## src/rtl/index_buffer.sv

```systemverilog
// Lowest-free-slot tag allocator with per-slot metadata storage.
// Define INDEX_BUFFER_ASSERT_EN to compile in simulation-only misuse checks.
module index_buffer #(
  parameter int DATAW = 1,
  parameter int SIZE  = 4,
  localparam int ADDRW = (SIZE > 1) ? $clog2(SIZE) : 1
) (
  input  logic             clk,
  input  logic             reset,
  output logic [ADDRW-1:0] write_addr,
  input  logic             acquire_slot,
  input  logic [DATAW-1:0] write_data,
  input  logic [ADDRW-1:0] read_addr,
  output logic [DATAW-1:0] read_data,
  input  logic [ADDRW-1:0] release_addr,
  input  logic             release_slot,
  output logic             full,
  output logic             empty
);

  logic [SIZE-1:0]  r_free;
  logic [DATAW-1:0] r_mem [SIZE];

  logic [SIZE-1:0]  w_free_nxt;
  logic [ADDRW-1:0] w_wa;
  logic             w_full;
  logic             w_acq;
  logic             w_rel_in_range;
  logic             w_rel;
  logic             w_rd_in_range;

  assign w_full = ~|r_free;
  assign full   = w_full;
  assign empty  = &r_free;

  // Scan high to low so the lowest free index is the last one kept.
  always_comb begin
    w_wa = '0;
    for (int i = SIZE - 1; i >= 0; i--) begin
      if (r_free[i]) w_wa = ADDRW'(i);
    end
  end

  assign write_addr = w_wa;

  assign w_acq = acquire_slot & ~w_full;

  assign w_rel_in_range =
    ({{(32-ADDRW){1'b0}}, release_addr} < 32'(SIZE));
  assign w_rel = release_slot & w_rel_in_range;

  // Acquire is applied after release so it wins on the same slot.
  always_comb begin
    w_free_nxt = r_free;
    if (w_rel) w_free_nxt[release_addr] = 1'b1;
    if (w_acq) w_free_nxt[w_wa] = 1'b0;
  end

  always_ff @(posedge clk) begin
    if (reset) begin
      r_free <= '1;
    end else begin
      r_free <= w_free_nxt;
    end
  end

  always_ff @(posedge clk) begin
    if (!reset && w_acq) begin
      r_mem[w_wa] <= write_data;
    end
  end

  assign w_rd_in_range =
    ({{(32-ADDRW){1'b0}}, read_addr} < 32'(SIZE));

  always_comb begin
    read_data = '0;
    if (w_rd_in_range) read_data = r_mem[read_addr];
  end

`ifdef INDEX_BUFFER_ASSERT_EN
  always_ff @(posedge clk) begin
    if (!reset) begin
      if (acquire_slot && w_full)
        $error("index_buffer @%0t: acquire while full (idx %0d)",
               $time, w_wa);
      if (release_slot && !w_rel_in_range)
        $error("index_buffer @%0t: release out of range (idx %0d)",
               $time, release_addr);
      else if (release_slot && r_free[release_addr])
        $error("index_buffer @%0t: release of free slot (idx %0d)",
               $time, release_addr);
    end
  end
`endif

endmodule

```

## config.mk

```make
export PLATFORM = sky130hd
export DESIGN_NAME = index_buffer
export DESIGN_NICKNAME = d
export VERILOG_FILES = /design/src/rtl/index_buffer.sv
export SDC_FILE = /design/constraint.sdc
export NUM_CORES = 1
export LEC_CHECK = 0
export ABC_AREA = 1
export BUFFER_PORTS_ARGS = -buffer_cell sky130_fd_sc_hd__buf_2
export CORE_AREA = 2 2 39 41
export DETAILED_ROUTE_END_ITERATION = 6
export DIE_AREA = 0 0 41 43
export GPL_TIMING_DRIVEN = 0
export PLACE_DENSITY = 0.58
export SLEW_MARGIN = 20
export SYNTH_ARGS = -nofsm -noshare
export SYNTH_HDL_FRONTEND = slang
export SYNTH_SLANG_ARGS = --single-unit
```

## constraint.sdc

```tcl
create_clock -name clk -period 1.07 [get_ports clk]
set_clock_uncertainty 0.15 [all_clocks]
set_input_delay 0.1605 -clock clk [delete_from_list [all_inputs] [get_ports clk]]
set_output_delay 0.1605 -clock clk [all_outputs]
set_load 0.005 [all_outputs]
```

==> flow_summary.ini, run 1 <==
[clock_tree]
cts.clk_slew.worst_paths_ps = 50
clk_latency_ps = 250
root_buffer = clkbuf_4
cts_tree = done
cts_inserted_buffers = 3
cts.path.max_buffers = 2
htree_num_levels = 1
clock_sinks = 8

[sta]
timing.fmax_ghz = 0.789
slew_viol_final = 0
period_minus_slack_ps = 1270
setup_violations = 9
fin_crit_sh_pct = 118
rsz0062_at_grt = yes
slew_headroom_pct = 90.5
finalHoldViolCount = 0
fin_ws_ps = -198
max_slew.worst_pin.slew_ps = 141

[power_and_ir_drop]
p_per_area_mw_per_mm2 = 1080
p_total_mw = 0.692
power.leakage_nw = 0.352
ir_drop_v = 0.000642

[synthesis]
synth_mux_area_share_pct = 0
ys_seq_area_share_pct = 44.6
synth_top_family_by_area = simple AND/OR/NAND/NOR gates
syn-num-nets = 70
synth_adder_area_share_pct = 0
synth.distinct_cells = 15
synth_xor_area_share_pct = 0
synth_area_per_cell_um2 = 7.36
synth_compound_area_share_pct = 5.01
syn_inst = 61
netlist_area_um2 = 449
synth-simple-area-share_pct = 34.5
ys_seq_elements = 8
synth_warnings = 0

[global_route]
grt_pass1_wl_mm = 1.36
grt-ovfl-total = 0
first_global_vias = 373
grtUsageTotal_pct = 11.4
antenna_found_initial = 0
grt_start_max_net_pins = 7

[layout]
final_cell_mix = inv_1 (13), buf_2 (13), nand2_1 (11), nand3_1 (8), buf_4 (6)
diodes = 0
drive_above_1_share_pct = 48.8
fin_nets = 95
syn_to_final_growth_pct = 42.6
fill_cells = 131
final_cells = 100

[route]
drtIter0Drc = 5
ant_nets = 0
dr.pass1.iters = 4
drc = 0
avgViaCountPerCell = 4.34
num_vias = 434
drt_wl_total_um = 829
wl_per_cell_um = 8.29

[job]
maxCapViolations = 0

[floorplanning]
die_height_um = 43
core_mm2 = 0.00138
io_pins = 14
rows = 14
die_x_um = 41
start_util_pct = 32.5
dieArea_mm2 = 0.00176

[run_status]
status = complete, but fails checks
violations = setup timing

[worst_hold_path]
hp-class = primary input to flop

[critical_path]
cp.arrival_ps = 960
endpoint_kind = output pin
crit_type = flop to output pin
path_max_fanout = 3
start_kind = flop
required_ps = 760

[placement]
numPlacedInstances = 90
dp_hpwl_um = 608
port_buffers = 13
gp_congestion = 0.741
==> registers in the layout (all words and copies together) (netlist names) <==
register  cells
r_mem         4
r_free        4
==> per-stage QoR <==
stage          hold WS [ps]  setup slack (ps)  setup TNS, ps  utilization (%)  cell area [um2]
2_1_floorplan           109             -14.3          -14.3                -              453
3_3_place_gp            231             -59.2           -176             38.9              538
3_5_place_dp            231             -67.2           -193             38.9              538
4_1_cts                99.0              -215          -1530             45.4              628
5_1_grt                 143              -266          -2080             46.3              641
6_report               95.7              -198          -1500             46.3              641
==> cells in the mapped netlist <==
library cell / count / area, um2
a21oi_1: 2 / 10.0
nand2_1: 12 / 45.0
nand3_1: 8 / 40.0
edfxtp_1: 4 / 120
nor2_4: 2 / 22.5
nand4_1: 2 / 12.5
nor2_1: 2 / 7.51
o21ai_0: 1 / 5.00
inv_1: 14 / 52.6
dfxtp_1: 4 / 80.1
inv_2: 5 / 18.8
nand3_2: 1 / 10.0
o211ai_1: 1 / 7.51
nor2_2: 2 / 12.5
nor3_1: 1 / 5.00
==> area by class of cell <==
type	count	area [um2]	share of cell area (%)
timing repair buffer	20	120	18.7
tap	16	20.0	3.13
sequential	8	210	32.8
inverter	19	76.3	11.9
clock buffer	3	22.5	3.52
multi-input combinational	34	191	29.9
==> logic make-up (layout without fill, tap and decap cells) <==
kind of cell / after synthesis / count (layout)
AND/OR/NAND/NOR: 30 / 30
buffers and inverters: 19 / 42
flip-flops: 8 / 8
AO/OA/AOI/OAI: 4 / 4
==> power breakdown <==
part	switching, mW	internal, mW	total, mW
Combinational	0.0630	0.0539	0.117
Sequential	0.0139	0.334	0.348
Clock	0.0990	0.128	0.227
Total	0.176	0.516	0.692
==> routing by layer <==
layer / track usage (%) / vias up / routed length (um)
met1: 14.0 / 180 / 363
met5: 0 / - / 0
met2: 16.3 / 14 / 387
met4: 7.33 / 0 / 22
met3: 3.66 / 4 / 55
li1: - / 236 / -
==> final timing paths <==
check / from / to / slack [ps] / cells after the start
worst min-delay path: release_addr[0] / r_free[1]$_SDFF_PP1_ / 100 / 5
worst min register to register: r_free[1]$_SDFF_PP1_ / r_free[1]$_SDFF_PP1_ / 430 / 4
worst max register to register: r_free[0]$_SDFF_PP1_ / r_mem[3]$_DFFE_PP_ / -160 / 4
worst max-delay path: r_free[0]$_SDFF_PP1_ / write_addr[1] / -200 / 4
==> critical path, stage by stage (launching register included) <==
cell,delay (ps)
dfxtp_2,340
nor2_4,120
inv_2,50
a21oi_2,80
buf_2,110
==> repair_timing <==
action                                 CTS  global route
setup buffers                            5             1
resized for setup                        8             3
pin swaps                                4             2
setup endpoints to repair                8            12
hold buffers                             1             0
endpoints found under the hold margin    4             0
(Power assumes the default switching activity.)
==> run 2: changes to the inputs <==
--- a/config.mk
+++ b/config.mk
@@ -6,12 +6,12 @@
 export NUM_CORES = 1
 export LEC_CHECK = 0
 export ABC_AREA = 1
-export BUFFER_PORTS_ARGS = -buffer_cell sky130_fd_sc_hd__buf_2
 export CORE_AREA = 2 2 39 41
 export DETAILED_ROUTE_END_ITERATION = 6
 export DIE_AREA = 0 0 41 43
+export DONT_BUFFER_PORTS = 1
 export GPL_TIMING_DRIVEN = 0
-export PLACE_DENSITY = 0.58
+export PLACE_DENSITY = 0.59
 export SLEW_MARGIN = 20
 export SYNTH_ARGS = -nofsm -noshare
 export SYNTH_HDL_FRONTEND = slang
==> flow_summary.ini, run 2 (synthesis results as in run 1) <==
[run_status]
status = complete, but fails checks
violations = hold timing, setup timing

[layout]
final_core_util_pct = 43.6
final_cell_mix = inv_1 (13), nand2_1 (9), nand3_1 (8)
top_regs = r_free (4), r_mem (4)
final_common_cell = inv_1
fin_nets = 83
drive_above_1_share_pct = 40.3
syn_to_final_growth_pct = 34.3
final_cells = 88
diodes = 0
final_area_um2 = 603

[sta]
max_slew.worst_pin.slew_ps = 163
finalHoldViolCount = 1
fin_ws_ps = -157
slew_headroom_pct = 89.1
setup_violations = 10
timing.fmax_ghz = 0.815
hold-worst-slack_ps = -24.0
slew_viol_final = 0
period_minus_slack_ps = 1230
rsz0062_at_grt = yes
fin_crit_sh_pct = 115

[power_and_ir_drop]
seq_power_share_pct = 52.4
power.leakage_nw = 0.302
internal-power_mw = 0.501
p_clk_share_pct = 33.9
swShare_pct = 24.4
power_frac_comb_pct = 13.7
ir_drop_v = 0.000506
p_total_mw = 0.663
p_switching_mw = 0.161
p_per_area_mw_per_mm2 = 1100

[clock_tree]
cts_inserted_buffers = 3
cts.clk_slew.worst_paths_ps = 50
root_buffer = clkbuf_4
cts.path.max_buffers = 2
clk_latency_ps = 250
cts_tree = done
htree_num_levels = 1
hold_buffers = 4
clock_sinks = 8

[global_route]
first_global_vias = 405
antenna_found_initial = 0
grtUsageTotal_pct = 12.3
grt-ovfl-total = 0
grt_pass1_wl_mm = 1.44
grt_start_max_net_pins = 6

[critical_path]
cp_slowest_stage_delay_ps = 340
required_ps = 760
critPathSlowestCell = dfxtp_2
start_kind = flop
path_max_fanout = 4
crit_type = flop to output pin
endpoint_kind = output pin
path_cells = nor2_4 -> inv_2 -> a21oi_2
cp.arrival_ps = 920

[route]
avgViaCountPerCell = 4.57
drc = 0
wl_per_cell_um = 9.82
dr.pass1.iters = 4
drt_wl_total_um = 864
ant_nets = 0
drtIter0Drc = 7
num_vias = 402

[floorplanning]
die_height_um = 43
io_pins = 14
core_mm2 = 0.00138
start_util_pct = 32.5
rows = 14
die_x_um = 41
dieArea_mm2 = 0.00176

[placement]
pre_cts_ws_ps = -59.8
dp_hpwl_um = 569
placed_cell_area_um2 = 473
port_buffers = 0
numPlacedInstances = 77
gp_congestion = 0.688

[worst_hold_path]
hp-class = primary input to flop

[job]
maxCapViolations = 0
==> run 2: cell types whose count changed in the layout (fill, tap and decap cells not counted) <==
cell,previous run,this run
a21oi_2,1,2
nand2_2,1,3
buf_2,13,0
buf_4,6,3
dlygate4sd3_1,1,4
a21oi_1,1,0
buf_6,0,1
nand2_1,11,9
==> run 2: routing by layer <==
metal / track usage, % / share of wire [%] / up-vias
met4: 8.00 / 1.4 / 0
li1: - / - / 213
met3: 3.14 / 5.8 / 2
met5: 0 / 0 / -
met1: 14.1 / 42 / 175
met2: 19.1 / 51 / 12
==> run 2: repair_timing <==
item | CTS | global route
buffers inserted | 3 | 1
pin swaps | 0 | 2
hold endpoints to repair | 7 | 1
gates resized for setup | 10 | 5
setup endpoints to repair | 8 | 10
==> run 2: worst max-delay path: cells and delay by family, from the launching register on <==
| family | cells | cell delay, ps |
|---|---|---|
| simple gates | 1 | 150 |
| flops | 1 | 340 |
| compound gates | 1 | 120 |
| buf+inv | 1 | 60 |
==> run 2: metrics by stage <==
step | hold slack [ps] | setup TNS [ps]
finish | -24.0 | -854
global route | -12.3 | -1540
CTS | -24.7 | -812
detailed placement | 110 | -176
global placement | 110 | -179
floorplan | 109 | -14.3
==> run 2: area by class of cell <==
type	instances	area, um2
clock buffer	3	22.5
fill	139	781
inverter	19	76.3
multi-input combinational	34	200
sequential	8	210
tap	16	20.0
timing repair buffer	8	73.8
==> run 2: power groups by stage <==
stage / registers, mW / logic [mW] / clock network (mW)
2_1_floorplan: 0.354 / 0.0577 / 0
3_3_place_gp: 0.356 / 0.0674 / 0
3_5_place_dp: 0.356 / 0.0679 / 0
4_1_cts: 0.350 / 0.0887 / 0.232
5_1_grt: 0.349 / 0.105 / 0.262
6_report: 0.347 / 0.0906 / 0.225
==> run 2: worst paths after layout <==
path | startpoint | to | slack [ps] | cells past startpoint
worst max-delay path | r_free[0]$_SDFF_PP1_ | write_addr[1] | -160 | 3
worst min-delay path | acquire_slot | r_free[1]$_SDFF_PP1_ | -20 | 3
worst max register to register | r_free[2]$_SDFF_PP1_ | r_mem[3]$_DFFE_PP_ | -80 | 4
worst min register to register | r_free[1]$_SDFF_PP1_ | r_free[1]$_SDFF_PP1_ | 440 | 4
